$ cat src/rtl/serial_pattern_tx_if.sv
// Pattern-transmitter bus: frame request inputs and serial/status/display outputs.
interface serial_pattern_tx_if;
    logic       start;
    logic [7:0] data;
    logic [3:0] len;
    logic       rpt;
    logic       x;
    logic       busy;
    logic       done;
    logic       bit_tick;
    logic       a, b, c, d, e, f, g;

    modport master (
        output start, data, len, rpt,
        input  x, busy, done, bit_tick, a, b, c, d, e, f, g
    );

    modport slave (
        input  start, data, len, rpt,
        output x, busy, done, bit_tick, a, b, c, d, e, f, g
    );
endinterface

$ cat src/rtl/serial_pattern_tx.sv
// Serial test-pattern transmitter: shifts a 1..8 bit word out MSB-first, one bit per
// DIV clocks, idle-high, with bits-remaining shown on an active-low 7-segment digit.
module serial_pattern_tx #(
    parameter int unsigned DIV   = 20000000,
    parameter int unsigned CNT_W = 27
) (
    input  logic                 clk,
    input  logic                 rst_n,
    serial_pattern_tx_if.slave   tx_if
);

    localparam int unsigned WORD_W = 8;
    localparam int unsigned LEN_W  = 4;
    localparam int unsigned IDX_W  = 3;
    localparam int unsigned SEG_W  = 7;

    localparam logic [0:0] S_IDLE  = 1'b0;
    localparam logic [0:0] S_SHIFT = 1'b1;

    localparam logic [CNT_W-1:0] CNT_LAST = CNT_W'(DIV - 1);
    localparam logic [SEG_W-1:0] SEG_ZERO = 7'b0000001;

    logic [0:0]        state_q, state_d;
    logic [CNT_W-1:0]  cnt_q,   cnt_d;
    logic [WORD_W-1:0] word_q,  word_d;
    logic [LEN_W-1:0]  flen_q,  flen_d;
    logic [LEN_W-1:0]  rem_q,   rem_d;
    logic              x_q,     x_d;
    logic              busy_q,  busy_d;
    logic              done_q,  done_d;
    logic              tick_q,  tick_d;
    logic [SEG_W-1:0]  seg_q,   seg_d;

    logic              len_ok_c;

    // Active-low {a..g} pattern for the bits-remaining digit.
    function automatic logic [SEG_W-1:0] seg_decode(input logic [LEN_W-1:0] n);
        case (n)
            4'd0:    seg_decode = 7'b0000001;
            4'd1:    seg_decode = 7'b1001111;
            4'd2:    seg_decode = 7'b0010010;
            4'd3:    seg_decode = 7'b0000110;
            4'd4:    seg_decode = 7'b1001100;
            4'd5:    seg_decode = 7'b0100100;
            4'd6:    seg_decode = 7'b0100000;
            4'd7:    seg_decode = 7'b0001111;
            4'd8:    seg_decode = 7'b0000000;
            default: seg_decode = 7'b1111111;
        endcase
    endfunction

    assign len_ok_c = (tx_if.len != 4'd0) && (tx_if.len <= 4'd8);

    always_ff @(posedge clk or negedge rst_n) begin
        if (!rst_n) begin
            state_q <= S_IDLE;
            cnt_q   <= '0;
            word_q  <= '0;
            flen_q  <= '0;
            rem_q   <= '0;
            x_q     <= 1'b1;
            busy_q  <= 1'b0;
            done_q  <= 1'b0;
            tick_q  <= 1'b0;
            seg_q   <= SEG_ZERO;
        end else begin
            state_q <= state_d;
            cnt_q   <= cnt_d;
            word_q  <= word_d;
            flen_q  <= flen_d;
            rem_q   <= rem_d;
            x_q     <= x_d;
            busy_q  <= busy_d;
            done_q  <= done_d;
            tick_q  <= tick_d;
            seg_q   <= seg_d;
        end
    end

    // Next-state: load in IDLE, advance one bit per prescaler wrap in SHIFT.
    always_comb begin
        state_d = state_q;
        cnt_d   = cnt_q;
        word_d  = word_q;
        flen_d  = flen_q;
        rem_d   = rem_q;
        x_d     = x_q;
        busy_d  = busy_q;
        done_d  = 1'b0;
        tick_d  = 1'b0;
        seg_d   = seg_q;

        case (state_q)
            S_IDLE: begin
                if (tx_if.start && len_ok_c) begin
                    word_d  = tx_if.data;
                    flen_d  = tx_if.len;
                    rem_d   = tx_if.len;
                    x_d     = tx_if.data[IDX_W'(tx_if.len - 4'd1)];
                    cnt_d   = '0;
                    busy_d  = 1'b1;
                    state_d = S_SHIFT;
                end
            end
            S_SHIFT: begin
                if (cnt_q == CNT_LAST) begin
                    cnt_d  = '0;
                    tick_d = 1'b1;
                    if (rem_q > 4'd1) begin
                        rem_d = rem_q - 4'd1;
                        x_d   = word_q[IDX_W'(rem_q - 4'd2)];
                    end else if (tx_if.rpt) begin
                        // Repeat: reload the latched frame with no idle gap.
                        rem_d = flen_q;
                        x_d   = word_q[IDX_W'(flen_q - 4'd1)];
                    end else begin
                        rem_d   = '0;
                        x_d     = 1'b1;
                        busy_d  = 1'b0;
                        done_d  = 1'b1;
                        state_d = S_IDLE;
                    end
                end else begin
                    cnt_d = cnt_q + CNT_W'(1);
                end
            end
            default: begin
                state_d = S_IDLE;
            end
        endcase

        seg_d = seg_decode(rem_d);
    end

    assign tx_if.x        = x_q;
    assign tx_if.busy     = busy_q;
    assign tx_if.done     = done_q;
    assign tx_if.bit_tick = tick_q;
    assign {tx_if.a, tx_if.b, tx_if.c, tx_if.d, tx_if.e, tx_if.f, tx_if.g} = seg_q;

endmodule

$ cat src/flat_wrapper.sv
// flat-port wrapper written by rule: the top's interface ports become plain ports
module serial_pattern_tx_flat 
#(
    parameter int unsigned DIV   = 20000000,
    parameter int unsigned CNT_W = 27
)
  (clk, rst_n, tx_if_start, tx_if_data, tx_if_len, tx_if_rpt, tx_if_x, tx_if_busy, tx_if_done, tx_if_bit_tick, tx_if_a, tx_if_b, tx_if_c, tx_if_d, tx_if_e, tx_if_f, tx_if_g);
  serial_pattern_tx_if tx_if_i ();
  input  logic clk;
  input  logic rst_n;
  input wire logic [$bits(tx_if_i.start)-1:0] tx_if_start;
  input wire logic [$bits(tx_if_i.data)-1:0] tx_if_data;
  input wire logic [$bits(tx_if_i.len)-1:0] tx_if_len;
  input wire logic [$bits(tx_if_i.rpt)-1:0] tx_if_rpt;
  output wire logic [$bits(tx_if_i.x)-1:0] tx_if_x;
  output wire logic [$bits(tx_if_i.busy)-1:0] tx_if_busy;
  output wire logic [$bits(tx_if_i.done)-1:0] tx_if_done;
  output wire logic [$bits(tx_if_i.bit_tick)-1:0] tx_if_bit_tick;
  output wire logic [$bits(tx_if_i.a)-1:0] tx_if_a;
  output wire logic [$bits(tx_if_i.b)-1:0] tx_if_b;
  output wire logic [$bits(tx_if_i.c)-1:0] tx_if_c;
  output wire logic [$bits(tx_if_i.d)-1:0] tx_if_d;
  output wire logic [$bits(tx_if_i.e)-1:0] tx_if_e;
  output wire logic [$bits(tx_if_i.f)-1:0] tx_if_f;
  output wire logic [$bits(tx_if_i.g)-1:0] tx_if_g;
  assign tx_if_i.start = tx_if_start;
  assign tx_if_i.data = tx_if_data;
  assign tx_if_i.len = tx_if_len;
  assign tx_if_i.rpt = tx_if_rpt;
  assign tx_if_x = tx_if_i.x;
  assign tx_if_busy = tx_if_i.busy;
  assign tx_if_done = tx_if_i.done;
  assign tx_if_bit_tick = tx_if_i.bit_tick;
  assign tx_if_a = tx_if_i.a;
  assign tx_if_b = tx_if_i.b;
  assign tx_if_c = tx_if_i.c;
  assign tx_if_d = tx_if_i.d;
  assign tx_if_e = tx_if_i.e;
  assign tx_if_f = tx_if_i.f;
  assign tx_if_g = tx_if_i.g;
  serial_pattern_tx #(.DIV(DIV), .CNT_W(CNT_W)) u_core (.clk(clk), .rst_n(rst_n), .tx_if(tx_if_i));
endmodule
$ cat config.mk
export PLATFORM = sky130hd
export DESIGN_NAME = serial_pattern_tx_flat
export DESIGN_NICKNAME = d
export VERILOG_FILES = /design/src/rtl/serial_pattern_tx_if.sv /design/src/rtl/serial_pattern_tx.sv /design/src/flat_wrapper.sv
export SDC_FILE = /design/constraint.sdc
export NUM_CORES = 1
export LEC_CHECK = 0
export BUFFER_PORTS_ARGS = -buffer_cell sky130_fd_sc_hd__buf_2
export CAP_MARGIN = 20
export CORE_UTILIZATION = 64
export DETAILED_ROUTE_END_ITERATION = 12
export PLACE_DENSITY = 0.87
export SETUP_SLACK_MARGIN = 0.4
export SLEW_MARGIN = 25
export SYNTH_ARGS = -nofsm -noshare
export SYNTH_HDL_FRONTEND = slang
export SYNTH_SLANG_ARGS = --single-unit
$ cat constraint.sdc
create_clock -name clk -period 3.9 [get_ports clk]
set_input_delay 0.78 -clock clk [delete_from_list [all_inputs] [get_ports clk]]
set_output_delay 0.78 -clock clk [all_outputs]
set_load 0.02 [all_outputs]
==> out/summary.txt <==
most instantiated library cell after synthesis - nand2_1
internal power component - 0.00114 W
first-pass detailed-route iteration total - 5
Sequential Power Share - 0.490
H-tree levels - 2
Final Non-Filler Cells - 441
Die W - 73.0 um
Placed Cells - 433
Total Routing Usage GR - 0.284
met1 GRT Util - 0.408
CTS tree - yes
vias post-DR - 2710
Post-CTS Resized - 0
RSZ-0062 raised after global routing - no
clock tree sinks - 55
cell at the root of the clock tree - clkbuf_8
Worst Hold Class - input port to async pin
1st-iter DRT viols - 267
slowest cell on the critical path - nor4_1
Port Buf Inserts - 26
clk_skew - 10.7 ps
vias in the first global route - 2560
synth warn - 0
CTS clk-pin slew, worst paths - 100 ps
syn_nets - 380
n_diodes - 0
Seq/Total Area, Yosys - 0.427
area delta synth->final - 8.96%
slowest stage delay, CP - 600 ps
Slew HR - 0.409
worst path bufs/invs - 1
total grt overflow - 0
DP Worst Slack - 591 ps
commonest cells in the netlist - 55 x nand2_1, 53 x dfrtp_1, 42 x o21ai_0
pin count of the biggest net entering global routing - 32
nets@finish - 402
worst r2r src - u_core.cnt_q[0]
delay-heaviest family, CP - simple AND/OR/NAND/NOR gates
DR WL/cell - 15.5 um
CP startpoint - u_core.cnt_q[0]
Skew-Pair Late Insertion Delay - 310 ps
die area - 5330 um2
P_leak - 1.57 nW
setup bufs post-CTS - 0
Worst-Margin Slew - 886 ps
post-layout minimum cycle time - 3100 ps
number of flops mapped to enable cells by yosys - 0
met3 Usage GRT - 0.0442
Clk pwr share - 0.194
crit path kind - flip-flop to flip-flop
Max clock buf depth - 2
Routed Antenna Nets - 0
setup TNS - 0 ps
Final Core Density - 0.735
setup ws final - 795 ps
Max Fanout on Critical Path - 7
Synth Cell Area - 3230 um2
Gate power share - 0.316
met2 Use GR - 0.443
ratio of cells with drive above 1 in the final layout - 0.155
hpwl dp - 4.79 mm
Initial Util - 0.674
P_sw - 0.000624 W
CP Capture Type - flip-flop
syn avg cell area - 9.19 um2
first-pass GRT wire length - 11.7 mm
Post-Route WL - 6.86 mm
boundary pin count - 27
synth unique cells - 51
Seq cells post-synth - 55
share of Yosys cell area claimed by the top area cell type - 0.411
worst vdd ir - 0.392 mV
critical path required time - 4090 ps
maxcap violations - 0
Rows - 25
kind of start point of the critical path - flip-flop
Setup violations, final - 0
critical path, cell by cell - ha_1, and3_1, nand2_2, nor4_1, nor2_1, a21oi_1, inv_1, ha_1, mux2i_1, mux2i_1
CTS Buf Count - 5
largest cells by area after synthesis - dfrtp_1 41%, o21ai_0 6.5%, nand2_1 6.4%
achievable frequency - 0.322 GHz
Placer Congestion - 0.823
Slew Viols, Final - 0
final hold viol count - 0
GR peak layer - met2
Net Sw Frac - 0.354
asr flop ratio synth - 1.00
fin crit share - 0.796
cts-stage hold buffer count - 0
Residual DRC - 0
Core Area - 4790 um2
Top FF cell, synth - dfrtp_1
initial antenna violation count - 0
area leader, netlist - dfrtp_1
status - complete, no violations
crit path DAT - 3290 ps
Post-Syn Instances - 351
Cell Pwr Density - 501 nW/um2
vias per inst - 6.15
Die Y - 73.0 um
-- layout by cell type (no fill, tap or decap), types with 3 or more instances in the layout --
cell type,n
a21oi_1,14
a22o_1,3
a31oi_1,7
and2_1,5
and3_1,9
buf_2,26
buf_4,4
clkbuf_8,7
dfrtp_1,53
ha_1,13
inv_1,13
mux2i_1,11
mux4_2,6
nand2_1,55
nand2b_1,5
nand3_1,15
nand4_1,8
nor2_1,15
nor2b_1,5
nor4_1,3
nor4b_1,5
o21ai_0,42
o21ai_1,5
o31ai_1,6
xnor2_1,3
-- final cells by class --
cell class              count  area, um2
well taps                  67       83.8
repair buffers             30        160
multi-input cells         266       1740
clock buffers               8        100
flip-flops and latches     55       1380
fillers                   340       1270
inverters                  15       56.3
-- cell families after synthesis --
family	count (synthesis)	share of synthesized area
AND/OR/NAND/NOR	139	0.223
AO/OA/AOI/OAI	92	0.173
flip-flops	55	0.427
buffers and inverters	30	0.0361
multiplexers	18	0.0795
adder cells (fa/ha/maj)	13	0.0504
XOR/XNOR	4	0.0109
-- final timing paths --
kind,endpoint,slack (ps),cells after the start
max,u_core.seg_q[3],800,10
max reg2reg,u_core.seg_q[3],800,10
max in group asynchronous,u_core.state_q,2650,2
min reg2reg,u_core.cnt_q[7],470,1
min in group clk,u_core.cnt_q[7],470,1
min,u_core.cnt_q[16],440,1
-- stage by stage --
| step | instance area, um2 | hold WS [ps] | power (W) |
|---|---|---|---|
| global route | 3520 | 495 | 0.00187 |
| finish | 3520 | 444 | 0.00176 |
| floorplan | 3230 | 445 | 0.00126 |
| detailed placement | 3420 | 470 | 0.00142 |
| CTS | 3520 | 465 | 0.00176 |
| global placement | 3420 | 468 | 0.00139 |
-- power groups by stage --
stage / sequential, W / clock, W / combinational, W
2_1_floorplan: 0.000877 / 0 / 0.000380
3_3_place_gp: 0.000861 / 0 / 0.000527
3_5_place_dp: 0.000869 / 0 / 0.000553
4_1_cts: 0.000858 / 0.000342 / 0.000558
5_1_grt: 0.000884 / 0.000369 / 0.000619
6_report: 0.000863 / 0.000341 / 0.000556
-- registers in the layout (all words and copies together) (netlist names), 4 cells and up --
register       count
u_core.cnt_q      27
u_core.flen_q      4
u_core.rem_q       4
u_core.seg_q       7
u_core.word_q      8
-- routing by layer --
metal / wire length (um) / share of wire
met1: 3230 / 0.47
met2: 3270 / 0.48
met3: 274 / 0.040
met4: 86 / 0.013
met5: 0 / 0
-- worst reg2reg max path, stage by stage (launching register included) --
cell and delay (ps):
dfrtp_1 410, ha_1 220, and3_1 280, nand2_2 150, nor4_1 600, nor2_1 230
a21oi_1 420, inv_1 150, ha_1 270, mux2i_1 170, mux2i_1 100
Power figures use the tool's default switching activity.
